===== config.mk =====
export PLATFORM = sky130hd
export DESIGN_NAME = rob_tag_ctrl_flat
export DESIGN_NICKNAME = d
export VERILOG_FILES = /design/src/rtl/rob_tag_ctrl_if.sv /design/src/rtl/rob_tag_ctrl.sv /design/src/flat_wrapper.sv
export SDC_FILE = /design/constraint.sdc
export NUM_CORES = 1
export LEC_CHECK = 0
export BUFFER_PORTS_ARGS = -buffer_cell sky130_fd_sc_hd__buf_2
export CAP_MARGIN = 5
export CELL_PAD_IN_SITES_DETAIL_PLACEMENT = 0
export CELL_PAD_IN_SITES_GLOBAL_PLACEMENT = 1
export CORE_AREA = 2 2 151 153
export DETAILED_ROUTE_END_ITERATION = 10
export DIE_AREA = 0 0 153 155
export PLACE_DENSITY_LB_ADDON = 0.1
export SLEW_MARGIN = 40
export SYNTH_ARGS = -nofsm -noshare
export SYNTH_HDL_FRONTEND = slang
export SYNTH_SLANG_ARGS = --single-unit

===== constraint.sdc =====
create_clock -name clk -period 4.2 [get_ports clk]
set_input_delay 0.84 -clock clk [delete_from_list [all_inputs] [get_ports clk]]
set_output_delay 0.84 -clock clk [all_outputs]
set_load 0.1 [all_outputs]

===== src/rtl/rob_tag_ctrl_if.sv =====
// ============================================================================
// Module      : rob_tag_ctrl_if
// Description : Dispatch, CDB, status-table and commit bundle for rob_tag_ctrl.
// Revision    : 1.0 - initial release
// ============================================================================
`default_nettype none

interface rob_tag_ctrl_if #(
  parameter int TAG_W = 6
);
  logic             disp_valid;
  logic             disp_ready;
  logic [4:0]       disp_rd;
  logic [TAG_W-1:0] disp_tag;
  logic             alloc_en;
  logic [4:0]       alloc_addr;
  logic [TAG_W-1:0] alloc_tag;
  logic             cdb_valid;
  logic [TAG_W-1:0] cdb_tag;
  logic             rel_en;
  logic [4:0]       rel_addr;
  logic [TAG_W-1:0] rel_tag;
  logic             rel_force;
  logic             commit_valid;
  logic [4:0]       commit_rd;
  logic [TAG_W-1:0] commit_tag;
  logic             flush;
  logic             busy_flush;
  logic [31:0]      stat_commit_cnt;
  logic [31:0]      stat_full_cnt;

  modport master (
    output disp_valid, disp_rd, cdb_valid, cdb_tag, flush,
    input  disp_ready, disp_tag, alloc_en, alloc_addr, alloc_tag,
    input  rel_en, rel_addr, rel_tag, rel_force,
    input  commit_valid, commit_rd, commit_tag, busy_flush,
    input  stat_commit_cnt, stat_full_cnt
  );

  modport slave (
    input  disp_valid, disp_rd, cdb_valid, cdb_tag, flush,
    output disp_ready, disp_tag, alloc_en, alloc_addr, alloc_tag,
    output rel_en, rel_addr, rel_tag, rel_force,
    output commit_valid, commit_rd, commit_tag, busy_flush,
    output stat_commit_cnt, stat_full_cnt
  );
endinterface

`default_nettype wire


===== src/rtl/rob_tag_ctrl.sv =====
// ============================================================================
// Module      : rob_tag_ctrl
// Description : ROB tag allocator with in-order commit and flush release walk.
//               Optional statistics counters enabled by ROB_STATS_EN.
// Revision    : 1.0 - initial release
// ============================================================================
`default_nettype none

module rob_tag_ctrl #(
  parameter int ROB_DEPTH = 16,
  parameter int TAG_W     = 6,
  parameter int NREG      = 32
) (
  input  wire logic    clk,
  input  wire logic    reset_n,
  rob_tag_ctrl_if.slave bus
);

  localparam int c_IDX_W  = $clog2(ROB_DEPTH);
  localparam int c_CNT_W  = c_IDX_W + 1;
  localparam int c_WALK_W = $clog2(NREG);

  typedef enum logic [0:0] {
    ST_RUN   = 1'b0,
    ST_FLUSH = 1'b1
  } state_t;

  state_t               r_state;
  state_t               w_state_nxt;
  logic [c_IDX_W-1:0]   r_head;
  logic [c_IDX_W-1:0]   r_tail;
  logic [c_CNT_W-1:0]   r_count;
  logic [c_WALK_W-1:0]  r_walk;
  logic [ROB_DEPTH-1:0] r_valid;
  logic [ROB_DEPTH-1:0] r_done;
  logic [4:0]           r_rd [ROB_DEPTH];

  logic               w_disp_ready;
  logic               w_accept;
  logic               w_alloc_en;
  logic               w_commit;
  logic               w_rel_en;
  logic               w_rel_force;
  logic [4:0]         w_rel_addr;
  logic [TAG_W-1:0]   w_rel_tag;
  logic               w_busy;
  logic               w_cdb_hit;
  logic [c_IDX_W-1:0] w_cdb_idx;
  logic [4:0]         w_head_rd;
  logic [TAG_W-1:0]   w_head_tag;

  assign w_head_rd  = r_rd[r_head];
  assign w_head_tag = TAG_W'(r_head);
  assign w_cdb_idx  = bus.cdb_tag[c_IDX_W-1:0];
  // Tags beyond the ROB range never match an entry.
  assign w_cdb_hit  = bus.cdb_valid
                    & ({1'b0, bus.cdb_tag} < (TAG_W+1)'(ROB_DEPTH))
                    & r_valid[w_cdb_idx];

  always_comb begin
    w_state_nxt  = r_state;
    w_disp_ready = 1'b0;
    w_accept     = 1'b0;
    w_alloc_en   = 1'b0;
    w_commit     = 1'b0;
    w_rel_en     = 1'b0;
    w_rel_force  = 1'b0;
    w_rel_addr   = 5'd0;
    w_rel_tag    = '0;
    w_busy       = 1'b0;
    case (r_state)
      ST_RUN: begin
        w_disp_ready = (r_count != c_CNT_W'(ROB_DEPTH));
        w_accept     = bus.disp_valid & w_disp_ready & ~bus.flush;
        w_alloc_en   = w_accept & (bus.disp_rd != 5'd0);
        w_commit     = r_valid[r_head] & r_done[r_head];
        // A same-cycle allocation of the register makes the new writer its owner.
        w_rel_en     = w_commit & (w_head_rd != 5'd0)
                     & ~(w_alloc_en & (bus.disp_rd == w_head_rd));
        if (w_rel_en) begin
          w_rel_addr = w_head_rd;
          w_rel_tag  = w_head_tag;
        end
      end
      ST_FLUSH: begin
        w_busy      = 1'b1;
        w_rel_en    = 1'b1;
        w_rel_force = 1'b1;
        w_rel_addr  = 5'(r_walk);
        if (r_walk == c_WALK_W'(NREG - 1)) begin
          w_state_nxt = ST_RUN;
        end
      end
      default: w_state_nxt = ST_RUN;
    endcase
    if (bus.flush) begin
      w_state_nxt = ST_FLUSH;
    end
  end

  always_ff @(posedge clk or negedge reset_n) begin
    if (!reset_n) begin
      r_state <= ST_RUN;
      r_head  <= '0;
      r_tail  <= '0;
      r_count <= '0;
      r_walk  <= '0;
      r_valid <= '0;
      r_done  <= '0;
      for (int i = 0; i < ROB_DEPTH; i++) begin
        r_rd[i] <= 5'd0;
      end
    end else begin
      r_state <= w_state_nxt;
      if (bus.flush) begin
        r_head  <= '0;
        r_tail  <= '0;
        r_count <= '0;
        r_valid <= '0;
        r_done  <= '0;
        r_walk  <= c_WALK_W'(1);
      end else if (r_state == ST_FLUSH) begin
        r_walk <= r_walk + c_WALK_W'(1);
      end else begin
        if (w_cdb_hit) begin
          r_done[w_cdb_idx] <= 1'b1;
        end
        if (w_commit) begin
          r_valid[r_head] <= 1'b0;
          r_done[r_head]  <= 1'b0;
          r_head          <= r_head + c_IDX_W'(1);
        end
        if (w_accept) begin
          r_valid[r_tail] <= 1'b1;
          r_done[r_tail]  <= 1'b0;
          r_rd[r_tail]    <= bus.disp_rd;
          r_tail          <= r_tail + c_IDX_W'(1);
        end
        if (w_accept && !w_commit) begin
          r_count <= r_count + c_CNT_W'(1);
        end else if (!w_accept && w_commit) begin
          r_count <= r_count - c_CNT_W'(1);
        end
      end
    end
  end

  assign bus.disp_ready   = w_disp_ready;
  assign bus.disp_tag     = TAG_W'(r_tail);
  assign bus.alloc_en     = w_alloc_en;
  assign bus.alloc_addr   = w_alloc_en ? bus.disp_rd : 5'd0;
  assign bus.alloc_tag    = w_alloc_en ? TAG_W'(r_tail) : '0;
  assign bus.commit_valid = w_commit;
  assign bus.commit_rd    = w_commit ? w_head_rd : 5'd0;
  assign bus.commit_tag   = w_commit ? w_head_tag : '0;
  assign bus.rel_en       = w_rel_en;
  assign bus.rel_addr     = w_rel_addr;
  assign bus.rel_tag      = w_rel_tag;
  assign bus.rel_force    = w_rel_force;
  assign bus.busy_flush   = w_busy;

`ifdef ROB_STATS_EN
  logic [31:0] r_stat_commit;
  logic [31:0] r_stat_full;

  always_ff @(posedge clk or negedge reset_n) begin
    if (!reset_n) begin
      r_stat_commit <= 32'd0;
      r_stat_full   <= 32'd0;
    end else begin
      if (w_commit && !bus.flush && (r_stat_commit != 32'hFFFF_FFFF)) begin
        r_stat_commit <= r_stat_commit + 32'd1;
      end
      if ((r_state == ST_RUN) && bus.disp_valid && !w_disp_ready
          && (r_stat_full != 32'hFFFF_FFFF)) begin
        r_stat_full <= r_stat_full + 32'd1;
      end
    end
  end

  assign bus.stat_commit_cnt = r_stat_commit;
  assign bus.stat_full_cnt   = r_stat_full;
`else
  assign bus.stat_commit_cnt = 32'd0;
  assign bus.stat_full_cnt   = 32'd0;
`endif

endmodule

`default_nettype wire

===== src/flat_wrapper.sv =====
// flat-port wrapper written by rule: the top's interface ports become plain ports
module rob_tag_ctrl_flat 
#(
  parameter int ROB_DEPTH = 16,
  parameter int TAG_W     = 6,
  parameter int NREG      = 32
)
  (clk, reset_n, bus_disp_valid, bus_disp_rd, bus_cdb_valid, bus_cdb_tag, bus_flush, bus_disp_ready, bus_disp_tag, bus_alloc_en, bus_alloc_addr, bus_alloc_tag, bus_rel_en, bus_rel_addr, bus_rel_tag, bus_rel_force, bus_commit_valid, bus_commit_rd, bus_commit_tag, bus_busy_flush, bus_stat_commit_cnt, bus_stat_full_cnt);
  rob_tag_ctrl_if #(.TAG_W(TAG_W)) bus_i ();
  input  wire logic clk;
  input  wire logic reset_n;
  input wire logic [$bits(bus_i.disp_valid)-1:0] bus_disp_valid;
  input wire logic [$bits(bus_i.disp_rd)-1:0] bus_disp_rd;
  input wire logic [$bits(bus_i.cdb_valid)-1:0] bus_cdb_valid;
  input wire logic [$bits(bus_i.cdb_tag)-1:0] bus_cdb_tag;
  input wire logic [$bits(bus_i.flush)-1:0] bus_flush;
  output wire logic [$bits(bus_i.disp_ready)-1:0] bus_disp_ready;
  output wire logic [$bits(bus_i.disp_tag)-1:0] bus_disp_tag;
  output wire logic [$bits(bus_i.alloc_en)-1:0] bus_alloc_en;
  output wire logic [$bits(bus_i.alloc_addr)-1:0] bus_alloc_addr;
  output wire logic [$bits(bus_i.alloc_tag)-1:0] bus_alloc_tag;
  output wire logic [$bits(bus_i.rel_en)-1:0] bus_rel_en;
  output wire logic [$bits(bus_i.rel_addr)-1:0] bus_rel_addr;
  output wire logic [$bits(bus_i.rel_tag)-1:0] bus_rel_tag;
  output wire logic [$bits(bus_i.rel_force)-1:0] bus_rel_force;
  output wire logic [$bits(bus_i.commit_valid)-1:0] bus_commit_valid;
  output wire logic [$bits(bus_i.commit_rd)-1:0] bus_commit_rd;
  output wire logic [$bits(bus_i.commit_tag)-1:0] bus_commit_tag;
  output wire logic [$bits(bus_i.busy_flush)-1:0] bus_busy_flush;
  output wire logic [$bits(bus_i.stat_commit_cnt)-1:0] bus_stat_commit_cnt;
  output wire logic [$bits(bus_i.stat_full_cnt)-1:0] bus_stat_full_cnt;
  assign bus_i.disp_valid = bus_disp_valid;
  assign bus_i.disp_rd = bus_disp_rd;
  assign bus_i.cdb_valid = bus_cdb_valid;
  assign bus_i.cdb_tag = bus_cdb_tag;
  assign bus_i.flush = bus_flush;
  assign bus_disp_ready = bus_i.disp_ready;
  assign bus_disp_tag = bus_i.disp_tag;
  assign bus_alloc_en = bus_i.alloc_en;
  assign bus_alloc_addr = bus_i.alloc_addr;
  assign bus_alloc_tag = bus_i.alloc_tag;
  assign bus_rel_en = bus_i.rel_en;
  assign bus_rel_addr = bus_i.rel_addr;
  assign bus_rel_tag = bus_i.rel_tag;
  assign bus_rel_force = bus_i.rel_force;
  assign bus_commit_valid = bus_i.commit_valid;
  assign bus_commit_rd = bus_i.commit_rd;
  assign bus_commit_tag = bus_i.commit_tag;
  assign bus_busy_flush = bus_i.busy_flush;
  assign bus_stat_commit_cnt = bus_i.stat_commit_cnt;
  assign bus_stat_full_cnt = bus_i.stat_full_cnt;
  rob_tag_ctrl #(.ROB_DEPTH(ROB_DEPTH), .TAG_W(TAG_W), .NREG(NREG)) u_core (.clk(clk), .reset_n(reset_n), .bus(bus_i));
endmodule

==> flow_metrics.py <==
metrics = {
    "clock_tree": {
        "insertion_delay_ns": 0.43,
        "cts_tree": "done",
        "clkSinkCount": 131,
        "numCtsBuffers": 17,
        "cts_max_path_buffers": 2,
        "clkTransAtPathRegs_ns": 0.06,
        "htree_num_levels": 4,
        "root_buffer": "clkbuf_16",
    },
    "drt": {
        "drtIter0Drc": 357,
        "ant_nets": 0,
        "drc": 0,
        "vias_per_cell": 5.10,
        "routed_wl_mm": 21.7,
        "vias": 5374,
        "routedWlPerCell_um": 20.6,
        "dr.pass1.iters": 4,
    },
    "synthesis": {
        "syn_inst": 705,
        "synth-async-reset-ratio_pct": 100,
        "synth-seq-cells": 131,
        "yosysWarnings": 0,
        "synth_edf_count": 0,
        "ys_seq_area_share_pct": 43.2,
        "synth_ff_type": "dfrtp_1",
        "synth.distinct_cells": 54,
        "netlist_area_sq_mm": 0.00759,
        "avgSynthCellArea_sq_um": 10.8,
    },
    "sta": {
        "hold_viol_final": 0,
        "max_freq_ghz": 0.244,
        "setup_violations": 0,
        "maxSlewViolCount": 0,
        "min_period_over_period_pct": 97.6,
        "fin_skew_ns": 0.00896,
        "tightest_slew_ns": 0.810,
        "setup_tns_ns": 0,
        "fin_ws_ns": 0.101,
        "final.min_clock_period_ns": 4.10,
        "rsz0062_at_grt": "no",
        "relSlewSlack_pct": 44.6,
    },
    "setup_path": {
        "crit_slowest_cell": "mux4_2",
        "path_common_cell": "mux2i_1",
        "worst-path-stages": 9,
        "arrival_ns": 3.26,
        "max_stage_delay_ns": 0.50,
        "ff2ff_setup_slack_ns": 0.63,
        "critPathLaunchType": "flip-flop",
        "end_kind": "primary output",
        "r2r_cells": 15,
        "cp.buffers_inverters": 2,
        "worstPathMaxFanout": 12,
        "r2r_start": "u_core.r_head[0]",
        "crit_type": "flip-flop to primary output",
        "r2r_end": "u_core.r_count[4]",
        "path_delay_family": "multiplexers",
        "endpoint": "bus_rel_addr[1]",
        "required_ns": 3.36,
        "path_cells": "clkbuf_16 -> mux4_2 -> mux2i_1 -> mux2i_1 -> xor2_1 -> a2111oi_4 -> nand2_2 -> a22o_1 -> buf_2",
        "crit_start": "u_core.r_head[0]",
    },
    "place": {
        "port_buffers": 52,
        "dp_hpwl_mm": 15.5,
        "gp_congestion": 0.847,
        "pre_cts_ws_ns": 0.430,
    },
    "power": {
        "power.leakage_nw": 4.18,
        "ir_drop_v": 0.000226,
        "p_per_area_mw_per_mm2": 367,
        "p_total_mw": 3.21,
    },
    "floorplanning": {
        "start_util_pct": 34.2,
        "die_h_um": 155,
        "dieWidth_um": 153,
        "io_pins": 125,
        "core_area_sq_mm": 0.0222,
        "dieArea_sq_mm": 0.0237,
        "rows": 55,
    },
    "cells_and_area": {
        "final_common_cell": "dfrtp_1",
        "drive_above_1_share_pct": 28.8,
        "syn_to_final_growth_pct": 15.1,
        "fin_nets": 787,
        "n_antenna_cell": 0,
        "layout_common_cells": "dfrtp_1, conb_1, nand2_1",
        "final_util_pct": 39.3,
    },
    "global_route": {
        "grt_max_degree": 67,
        "grtUsageTotal_pct": 18.6,
        "grt_pass1_wl_mm": 33.1,
        "antenna_found_initial": 0,
        "grt_pass1_vias": 5270,
        "grt-ovfl-total": 0,
    },
    "run_status": {
        "outcome": "finished, final reports clean",
    },
    "hold_path": {
        "min_path_type": "input port to asynchronous set/reset pin",
    },
    "job": {
        "cap_violations": 0,
    },
}
==> sequential cells by signal, indices dropped and copies added (netlist names) <==
name            cells
u_core.r_state      1
u_core.r_count      5
u_core.r_head       4
u_core.r_valid     16
u_core.r_rd        80
u_core.r_walk       5
u_core.r_done      16
u_core.r_tail       4
==> report_power, final <==
part           internal [mW]  switching [mW]
Clock                  0.898           0.625
Combinational         0.0358           0.381
Sequential              1.27         0.00522
==> cells by family (layout without fill, tap and decap cells) <==
| logic type | after synthesis | after routing | synth area share, % |
|---|---|---|---|
| compound gates | 94 | 94 | 8.09 |
| xor+xnor | 14 | 14 | 1.61 |
| fa+ha+maj | 15 | 15 | 2.57 |
| buf+inv | 131 | 123 | 10.8 |
| flops | 131 | 131 | 43.2 |
| mux | 107 | 107 | 20.0 |
| other cells | 1 | 72 | 0.0494 |
| simple gates | 212 | 212 | 13.8 |
==> Yosys cell counts (3+ instances only) <==
| library cell | count | share of area (%) |
|---|---|---|
| ha_1 | 14 | 2.3 |
| a311oi_1 | 6 | 0.69 |
| nor2b_1 | 11 | 0.91 |
| a22o_1 | 7 | 0.81 |
| buf_6 | 3 | 0.44 |
| dfrtp_1 | 131 | 43 |
| nor2_1 | 40 | 2.0 |
| nand3_1 | 28 | 1.8 |
| and3_1 | 14 | 1.2 |
| mux4_1 | 6 | 2.1 |
| and2_1 | 12 | 0.99 |
| nor3_1 | 12 | 0.79 |
| o21ai_0 | 30 | 2.0 |
| a2111oi_0 | 7 | 0.81 |
| mux2i_1 | 12 | 1.6 |
| inv_1 | 14 | 0.69 |
| buf_2 | 10 | 0.66 |
| buf_4 | 73 | 7.2 |
| nor3_2 | 5 | 0.66 |
| nand2_1 | 69 | 3.4 |
| mux2_2 | 67 | 9.9 |
| nor3b_1 | 5 | 0.49 |
| xnor2_1 | 7 | 0.81 |
| mux4_2 | 21 | 6.2 |
| or3_1 | 4 | 0.33 |
| xor2_1 | 7 | 0.81 |
| clkbuf_1 | 26 | 1.3 |
| a21oi_1 | 30 | 2.0 |
==> worst min-delay path by stage <==
stage / cells past startpoint / slack, ns / endpoint
2_1_floorplan: 2 / 0.44 / u_core.r_rd[67]
3_3_place_gp: 2 / 0.46 / u_core.r_rd[78]
4_1_cts: 1 / 0.43 / u_core.r_count[1]
6_report: 1 / 0.39 / u_core.r_count[1]
5_1_grt: 1 / 0.43 / u_core.r_count[1]
3_5_place_dp: 2 / 0.46 / u_core.r_rd[79]
==> per-stage QoR <==
stage	instance area, sq um	std cells	hold slack (ns)
after detailed placement	8090	1020	0.464
after floorplan	7900	776	0.438
after global routing	8740	1053	0.428
after CTS	8690	1051	0.428
after global placement	8080	1020	0.456
final	8740	1053	0.387
==> worst register-to-register path: stages (launching register included) <==
cell	delay (ns)
dfrtp_2	0.49
buf_4	0.17
and3_1	0.13
a311oi_1	0.24
a311oi_1	0.08
buf_4	0.18
nor3_2	0.24
buf_4	0.27
nand2_1	0.21
fa_1	0.46
a21o_1	0.20
a21oi_1	0.17
and2_1	0.14
mux2i_1	0.07
or3_1	0.31
a21oi_1	0.14
==> what timing repair did <==
item,4_1_cts,5_1_grt
hold buffers,0,0
cloned,0,1
pin swaps,0,1
setup endpoints to repair,3,10
buffers inserted,0,1
gates resized for setup,3,6
==> final cells by class <==
class                   count  area [sq um]
fillers                  2180         13500
multi-input cells         514          3820
flip-flops and latches    131          3280
repair buffers             76           624
clock buffers              18           439
well taps                 285           357
clock inverters            13           153
inverters                  16          60.1
==> layer usage <==
layer	GRT usage, %	routed length, um
met1	25.8	10000
met2	29.2	10300
met3	3.76	1000
met4	6.00	390
met5	0	0
No activity file was read; power rests on OpenSTA's default activity.
